**src/rtl/uart_tx_fifo.sv**
```systemverilog
// Circular byte FIFO feeding a UART transmitter, paced by the transmitter busy flag.
// Optional statistics counters are enabled with `define UART_TX_FIFO_STATS_EN.
module uart_tx_fifo #(
  parameter int DATA_WIDTH   = 8,
  parameter int DEPTH_LOG2   = 4,
  parameter int BUSY_TIMEOUT = 4
) (
  input  logic                  clk,
  input  logic                  rst,
  input  logic [DATA_WIDTH-1:0] wr_data,
  input  logic                  wr_en,
  output logic                  full,
  output logic                  empty,
  output logic [DEPTH_LOG2:0]   count,
  output logic                  overflow,
  output logic [DATA_WIDTH-1:0] tx_data,
  output logic                  tx_data_en,
  input  logic                  tx_busy,
  output logic [1:0]            fsm_state
`ifdef UART_TX_FIFO_STATS_EN
  ,
  output logic [15:0]           sent_count,
  output logic [15:0]           drop_count
`endif
);

  localparam int DEPTH = 1 << DEPTH_LOG2;
  localparam int TW    = $clog2(BUSY_TIMEOUT + 1);

  typedef enum logic [1:0] {
    IDLE      = 2'd0,
    LAUNCH    = 2'd1,
    WAIT_BUSY = 2'd2,
    WAIT_DONE = 2'd3
  } state_t;

  state_t                  state, state_nx;
  logic [TW-1:0]           timer, timer_nx;
  logic [DATA_WIDTH-1:0]   mem [DEPTH];
  logic [DEPTH_LOG2-1:0]   wr_ptr, rd_ptr;
  logic [DEPTH_LOG2:0]     count_nx;
  logic                    wr_ok;
  logic                    pop;

  // Handshakes: a write is taken when wr_en=1 and the registered full=0, otherwise
  // it is dropped and flagged by overflow. A byte is offered downstream only when
  // tx_busy=0 in IDLE; tx_data_en is a single-cycle strobe with tx_data stable.
  assign wr_ok     = wr_en && !full;
  assign pop       = (state == IDLE) && !empty && !tx_busy;
  assign fsm_state = state;

  always_comb begin
    count_nx = count;
    case ({wr_ok, pop})
      2'b10:   count_nx = count + 1'b1;
      2'b01:   count_nx = count - 1'b1;
      default: count_nx = count;
    endcase
  end

  always_comb begin
    state_nx = state;
    timer_nx = timer;
    case (state)
      IDLE: begin
        if (pop) state_nx = LAUNCH;
      end
      LAUNCH: begin
        state_nx = WAIT_BUSY;
        timer_nx = '0;
      end
      WAIT_BUSY: begin
        // A transmitter that never acknowledges must not stall the queue.
        if (tx_busy)                             state_nx = WAIT_DONE;
        else if (timer == TW'(BUSY_TIMEOUT - 1)) state_nx = IDLE;
        else                                     timer_nx = timer + 1'b1;
      end
      WAIT_DONE: begin
        if (!tx_busy) state_nx = IDLE;
      end
      default: state_nx = IDLE;
    endcase
  end

  always_ff @(posedge clk) begin
    if (wr_ok) mem[wr_ptr] <= wr_data;
  end

  always_ff @(posedge clk) begin
    if (rst) begin
      state      <= IDLE;
      timer      <= '0;
      wr_ptr     <= '0;
      rd_ptr     <= '0;
      count      <= '0;
      full       <= 1'b0;
      empty      <= 1'b1;
      overflow   <= 1'b0;
      tx_data    <= '0;
      tx_data_en <= 1'b0;
    end else begin
      state    <= state_nx;
      timer    <= timer_nx;
      count    <= count_nx;
      full     <= (count_nx == (DEPTH_LOG2 + 1)'(DEPTH));
      empty    <= (count_nx == '0);
      overflow <= wr_en && full;
      if (wr_ok) wr_ptr <= wr_ptr + 1'b1;
      if (pop) begin
        tx_data <= mem[rd_ptr];
        rd_ptr  <= rd_ptr + 1'b1;
      end
      // Strobe is the registered image of LAUNCH, so data has settled a cycle earlier.
      tx_data_en <= (state == LAUNCH);
    end
  end

`ifdef UART_TX_FIFO_STATS_EN
  always_ff @(posedge clk) begin
    if (rst) begin
      sent_count <= '0;
      drop_count <= '0;
    end else begin
      if (state == LAUNCH) sent_count <= sent_count + 1'b1;
      if (wr_en && full && (drop_count != 16'hFFFF)) drop_count <= drop_count + 1'b1;
    end
  end
`endif

endmodule
```
**config.mk**
```make
export PLATFORM = sky130hd
export DESIGN_NAME = uart_tx_fifo
export DESIGN_NICKNAME = d
export VERILOG_FILES = /design/src/rtl/uart_tx_fifo.sv
export SDC_FILE = /design/constraint.sdc
export NUM_CORES = 1
export LEC_CHECK = 0
export BUFFER_PORTS_ARGS = -buffer_cell sky130_fd_sc_hd__buf_2
export CAP_MARGIN = 20
export CORE_MARGIN = 2
export CORE_UTILIZATION = 26
export CTS_CLUSTER_DIAMETER = 100
export DETAILED_ROUTE_END_ITERATION = 6
export GPL_TIMING_DRIVEN = 0
export PLACE_DENSITY_LB_ADDON = 0.12
export SYNTH_ARGS = -nofsm -noshare
export SYNTH_HDL_FRONTEND = slang
export SYNTH_SLANG_ARGS = --single-unit
```
**constraint.sdc**
```tcl
create_clock -name clk -period 2.7 [get_ports clk]
set_input_delay 0.54 -clock clk [delete_from_list [all_inputs] [get_ports clk]]
set_output_delay 0.54 -clock clk [all_outputs]
set_load 0.1 [all_outputs]
```
[Yosys cells after proc, flatten, opt, wreduce, memory -nomap -nowiden]
Memories as Yosys holds them, arrays and structs flattened. A register that Yosys moved wholly into a read port is not among the register bits.
Cells that the tools add are included.
Cells by class
  reduce and logical (&&, ||, !) cells: 12
  equality and inequality tests: 12
  multiplexer cells: 11
  add/subtract/negate cells: 5
Operators by type and width (count)
  $pmux W5 S2: 1
  $add A4 B1 Y4 const B: 2
  $mux W2: 4
  $ne A2 B2 Y1 const B: 4
  $pmux W2 S4: 1
  $eq A2 B2 Y1 const B: 3
  $mux W3: 2
  $pmux W3 S2: 1
  $reduce_and A3 Y1: 2
  $add A5 B1 Y5 const B: 1
  $eq A5 B5 Y1 const B: 1
  $logic_not A5 Y1: 1
  $sub A5 B1 Y5 const B: 1
  $eq A2 B1 Y1 const B: 2
  $logic_and A1 B1 Y1: 4
  $add A3 B1 Y3 const B: 1
  $eq A3 B2 Y1 const B: 1
  $logic_not A1 Y1: 3
  $ne A3 B3 Y1 const B: 1
  $logic_not A2 Y1: 1
  $mux W1: 2
  $reduce_bool A2 Y1: 1
Word-level totals
  input port bits: 12
  memories: 1
  memory bits (writable): 128
  logic and storage cells: 50
  register bits after elaboration: 22
Memory list
  mem: words 16, width 8, rd ports 1, clocked after Yosys merged registers in 1, write ports 1, RTL line 39  | logic [DATA_WIDTH-1:0] mem [DEPTH];

[Longest topological paths before layout]
  depth after elaboration: 6
  gate-level depth with buffers: 12

[Least setup slack after synthesis]
No wires, ideal clock.
  path type: reg-to-reg
  from: register state[1] (netlist: fsm_state[1])
  to: register empty
  clock period less this slack: 3.176 ns
  data required time: 2.584 ns
  buffers on the path: 2
  setup slack: -0.476 ns
  stages on the path, launching flop included: 13
  data arrival time: 3.060 ns
  path through: dfxtp_1 -> or4_1 -> buf_2 -> inv_1 -> ha_1 -> buf_6 -> xor2_1 -> ha_1 -> o21ai_1 -> a21oi_1 -> a2111oi_2 -> xnor2_1 -> a31o_2
On the way
  word-level cells in the longest chain between the ends: 6
  elaborated cells on any way between the ends: 7
  classes of those cells: eq/ne (2); mux (1); reduce/logical (4)
Ends and longest elaborated chain
  start: declaration: RTL line 37  | state_t state, state_nx;
  start signal: assignment: RTL line 102  | state <= state_nx;
  $logic_not A2 Y1 (*): RTL line 49  | assign pop = (state == IDLE) && !empty && !tx_busy;
  $logic_and A1 B1 Y1 (*) (2 in a row): RTL line 49
  via pop: RTL line 43  | logic pop;
  $eq A2 B1 Y1 or $eq A2 B2 Y1 (tied branches): RTL line 54  | case ({wr_ok, pop})
  $pmux W5 S2 (*): RTL line 54
  $logic_not A5 Y1 (*): RTL line 106  | empty <= (count_nx == '0);
  end signal: assignment: RTL line 106
  end: declaration: RTL line 13  | output logic empty,
The timed path passes the listed nets; every way through them passes the cells marked *.
A chain may end at the register's enable or synchronous reset.

[Worst setup path in the final report]
Ends and elaborated chain as after synthesis.

==> qor.yml <==
htree_levels: 4
cts_buffers: 17
fin_crit_ns: 2.58
dieArea_um2: 25600
grt_max_degree: 17
yosys_warnings: 0
cts_tree: "built"
drv_cap: 0
path_clk_slew_ns: 0.06
min_path_type: "input port to flip-flop"
n_antenna_cell: 0
via_count: 3375
synth_cells: 384
synth_compound_area_share_pct: 5.00
drv_slew: 0
reg2reg_slack_ns: 0.12
cts.sink_count: 158
die_h_um: 160
r2r_start: "fsm_state[1]"
grt_pass1_vias: 3610
crit_start: "fsm_state[1]"
drc: 0
syn_area_um2: 6330
post_synth_fa_ha_maj_area_fraction_pct: 1.98
relSlewSlack_pct: 31.5
root_buffer: "clkbuf_16"
async_flop_share_pct: 0
critPathKind: "flip-flop to flip-flop"
synthMuxAreaShare_pct: 12.0
rr_worst_depth: 10
drt_iter0_drc: 348
pre_cts_slack_ns: -0.340
io_buffers: 30
gr-total-overflow: 0
antenna_left: 0
clock.fmax_mhz: 387
crit_chain: "or4_4 -> inv_6 -> ha_2 -> buf_6 -> xor2_2 -> ha_2 -> inv_1 -> a2111oi_4 -> xnor2_2 -> a31o_2"
clock_insertion_delay_worst_skew_ns: 0.42
skew_ns: 0.00975
fin_ws_ns: 0.116
grt_use_total_pct: 11.8
synth.avg_cell_area_um2: 16.5
core_area_um2: 24100
nNetsFinal: 463
cp-endpoint: "empty"
antenna_found_initial: 0
min_period_over_period_pct: 95.7
clockBufferDepth: 2
setup_viol: 0
cp.depth: 10
drive_gt1_share_pct: 30.0
wl_per_cell_um: 18.5
start_util_pct: 26.2
critPathTopFamily: "compound AO/OA/AOI/OAI gates"
gp_congestion: 0.692
synthXorXnorAreaFrac_pct: 1.66
ys_types: 40
viasPerCell: 4.34
p_int_mw: 4.37
worst-endpoint-required_ns: 3.01
synth_seq_area_share_pct: 70.2
fillers: 2429
clockPowerShare_pct: 34.6
pwr-share-comb_pct: 21.4
ys_seq_elements: 158
switchingPower_mw: 1.94
synth_top_family_by_area: "multiplexers"
die_w_um: 160
irDropWorstVdd_mv: 0.387
synthFlopType: "edfxtp_1"
arrival_ns: 2.89
sequentialPowerShare_pct: 44.0
layout.cell_area.non_filler_um2: 7580
syn_nets: 406
hp-start: "rst"
outcome: "finished clean"
routed_wl_mm: 14.4
pin_count: 31
drt_pass1_iterations: 4
critPathLaunchType: "flip-flop"
critPathMaxFanout: 7
p_sw_share_pct: 30.7
final_hold_viol_count: 0
p_leak_nw: 2.50
cpMostUsedCell: "ha_2"
end_kind: "flip-flop"
synth-simple-area-share_pct: 6.41
postPlaceCellArea_um2: 6980
num_rows: 57
slowest_stage: "or4_4"
power.density_nw_per_um2: 833
synth_edf_count: 128
grt_pass1_wl_mm: 22.3
max_stage_delay_ns: 0.58
worst_pin_slew_ns: 1.02
cp_num_buf_inv: 3
area_growth_pct: 19.8
reg2reg_to: "empty"
post-dp-hpwl_mm: 9.72
area by class of cell:
class / count / area [um2] / share of cell area, %
well taps: 324 / 405 / 5.35
flip-flops and latches: 158 / 4460 / 58.8
clock buffers: 17 / 425 / 5.61
plain buffers: 23 / 133 / 1.75
inverters: 8 / 35.0 / 0.462
clock inverters: 15 / 114 / 1.50
multi-input cells: 193 / 1770 / 23.4
repair buffers: 40 / 236 / 3.12
worst register-to-register path, cell delays in order, from the launching register on:
cell and delay (ns):
dfxtp_4 0.35, or4_4 0.58, inv_6 0.10, ha_2 0.17, buf_6 0.12, xor2_2 0.14
ha_2 0.21, inv_1 0.07, a2111oi_4 0.35, xnor2_2 0.12, a31o_2 0.26
power by group through the flow:
stage	combinational [mW]	sequential [mW]	clock (mW)
6_report	1.35	2.78	2.18
3_3_place_gp	1.32	2.82	0
5_1_grt	1.46	2.79	2.35
4_1_cts	1.36	2.78	2.26
2_1_floorplan	0.655	3.20	0
3_5_place_dp	1.34	2.83	0
layout by cell type, fill, tap and decap left out, types with 3 or more instances in the layout:
master      instances
nor2b_1             3
dfxtp_4             3
edfxtp_1          128
buf_4               9
a21oi_1            25
clkbuf_1            7
nand3_1             3
buf_6               7
mux2i_1             4
clkbuf_16          17
ha_1                8
buf_2              34
a22oi_1            16
clkinv_1            3
nand2b_1            5
dfxtp_1            26
clkinvlp_4          3
nor3_2              4
xor2_1              6
clkinv_4            4
nor2_1             41
buf_1               3
inv_6               3
xnor2_1             4
mux4_2             32
o21ai_0             3
inv_1               7
clkbuf_2            3
nand2_1            13
cell usage after synthesis, types with 3 or more instances:
cell type	count	area share, %
a21oi_1	25	2.0
a22oi_1	16	1.9
buf_1	3	0.18
buf_2	5	0.40
buf_6	4	0.71
clkbuf_1	9	0.53
dfxtp_1	30	9.5
edfxtp_1	128	61
ha_1	10	2.0
inv_1	8	0.47
mux2i_1	4	0.63
mux4_2	32	11
nand2_1	13	0.77
nand2b_1	5	0.49
nand3_1	3	0.24
nor2_1	42	2.5
nor2b_1	3	0.30
nor3_1	4	0.32
o21ai_0	3	0.24
xnor2_1	5	0.69
xor2_1	7	0.97
metrics by stage:
stage	hold WS (ns)	utilization, %	total power, mW	cells	setup TNS (ns)
after floorplan	0.452	-	3.86	384	0
after global placement	0.438	28.7	4.15	738	-14.64
after CTS	0.281	31.4	6.40	777	0
final	0.304	31.4	6.31	778	0
after detailed placement	0.450	29.0	4.16	742	-0.887
after global routing	0.286	31.4	6.60	778	-0.00904
flip-flops by register name, summed over array words and instances, names as in the netlist:
name        count
overflow        1
mem           128
wr_ptr          4
rd_ptr          4
fsm_state       2
count           5
tx_data_en      1
timer           3
tx_data         8
full            1
empty           1
routing by layer:
metal | GRT usage (%) | wire (um) | share of wire, % | up-vias
met3 | 3.48 | 643 | 4.5 | 10
met2 | 19.2 | 6950 | 48 | 62
met1 | 15.7 | 6650 | 46 | 1711
li1 | - | - | - | 1592
met4 | 2.70 | 121 | 0.84 | 0
met5 | 0 | 0 | 0 | -
how the worst min path moves through the flow:
stage / endpoint / slack, ns / cells after the start
after floorplan: timer[1] / 0.45 / 2
after global placement: overflow / 0.44 / 2
final: full / 0.30 / 2
after global routing: full / 0.29 / 2
after CTS: full / 0.28 / 2
after detailed placement: overflow / 0.45 / 2
kinds of logic (layout without fill, tap and decap cells):
group	Yosys count	after routing
fa+ha+maj	10	10
compound gates	51	51
flops	158	158
xor+xnor	12	12
simple gates	84	84
buf+inv	33	103
mux	36	36
timing repair:
action,in CTS,in global routing
setup buffers,3,3
pin swaps,1,1
gates cloned,0,0
hold buffers,0,0
endpoints found under the setup margin,2,3
resized for setup,5,3
Note: power is estimated with default switching activity, not from simulation.
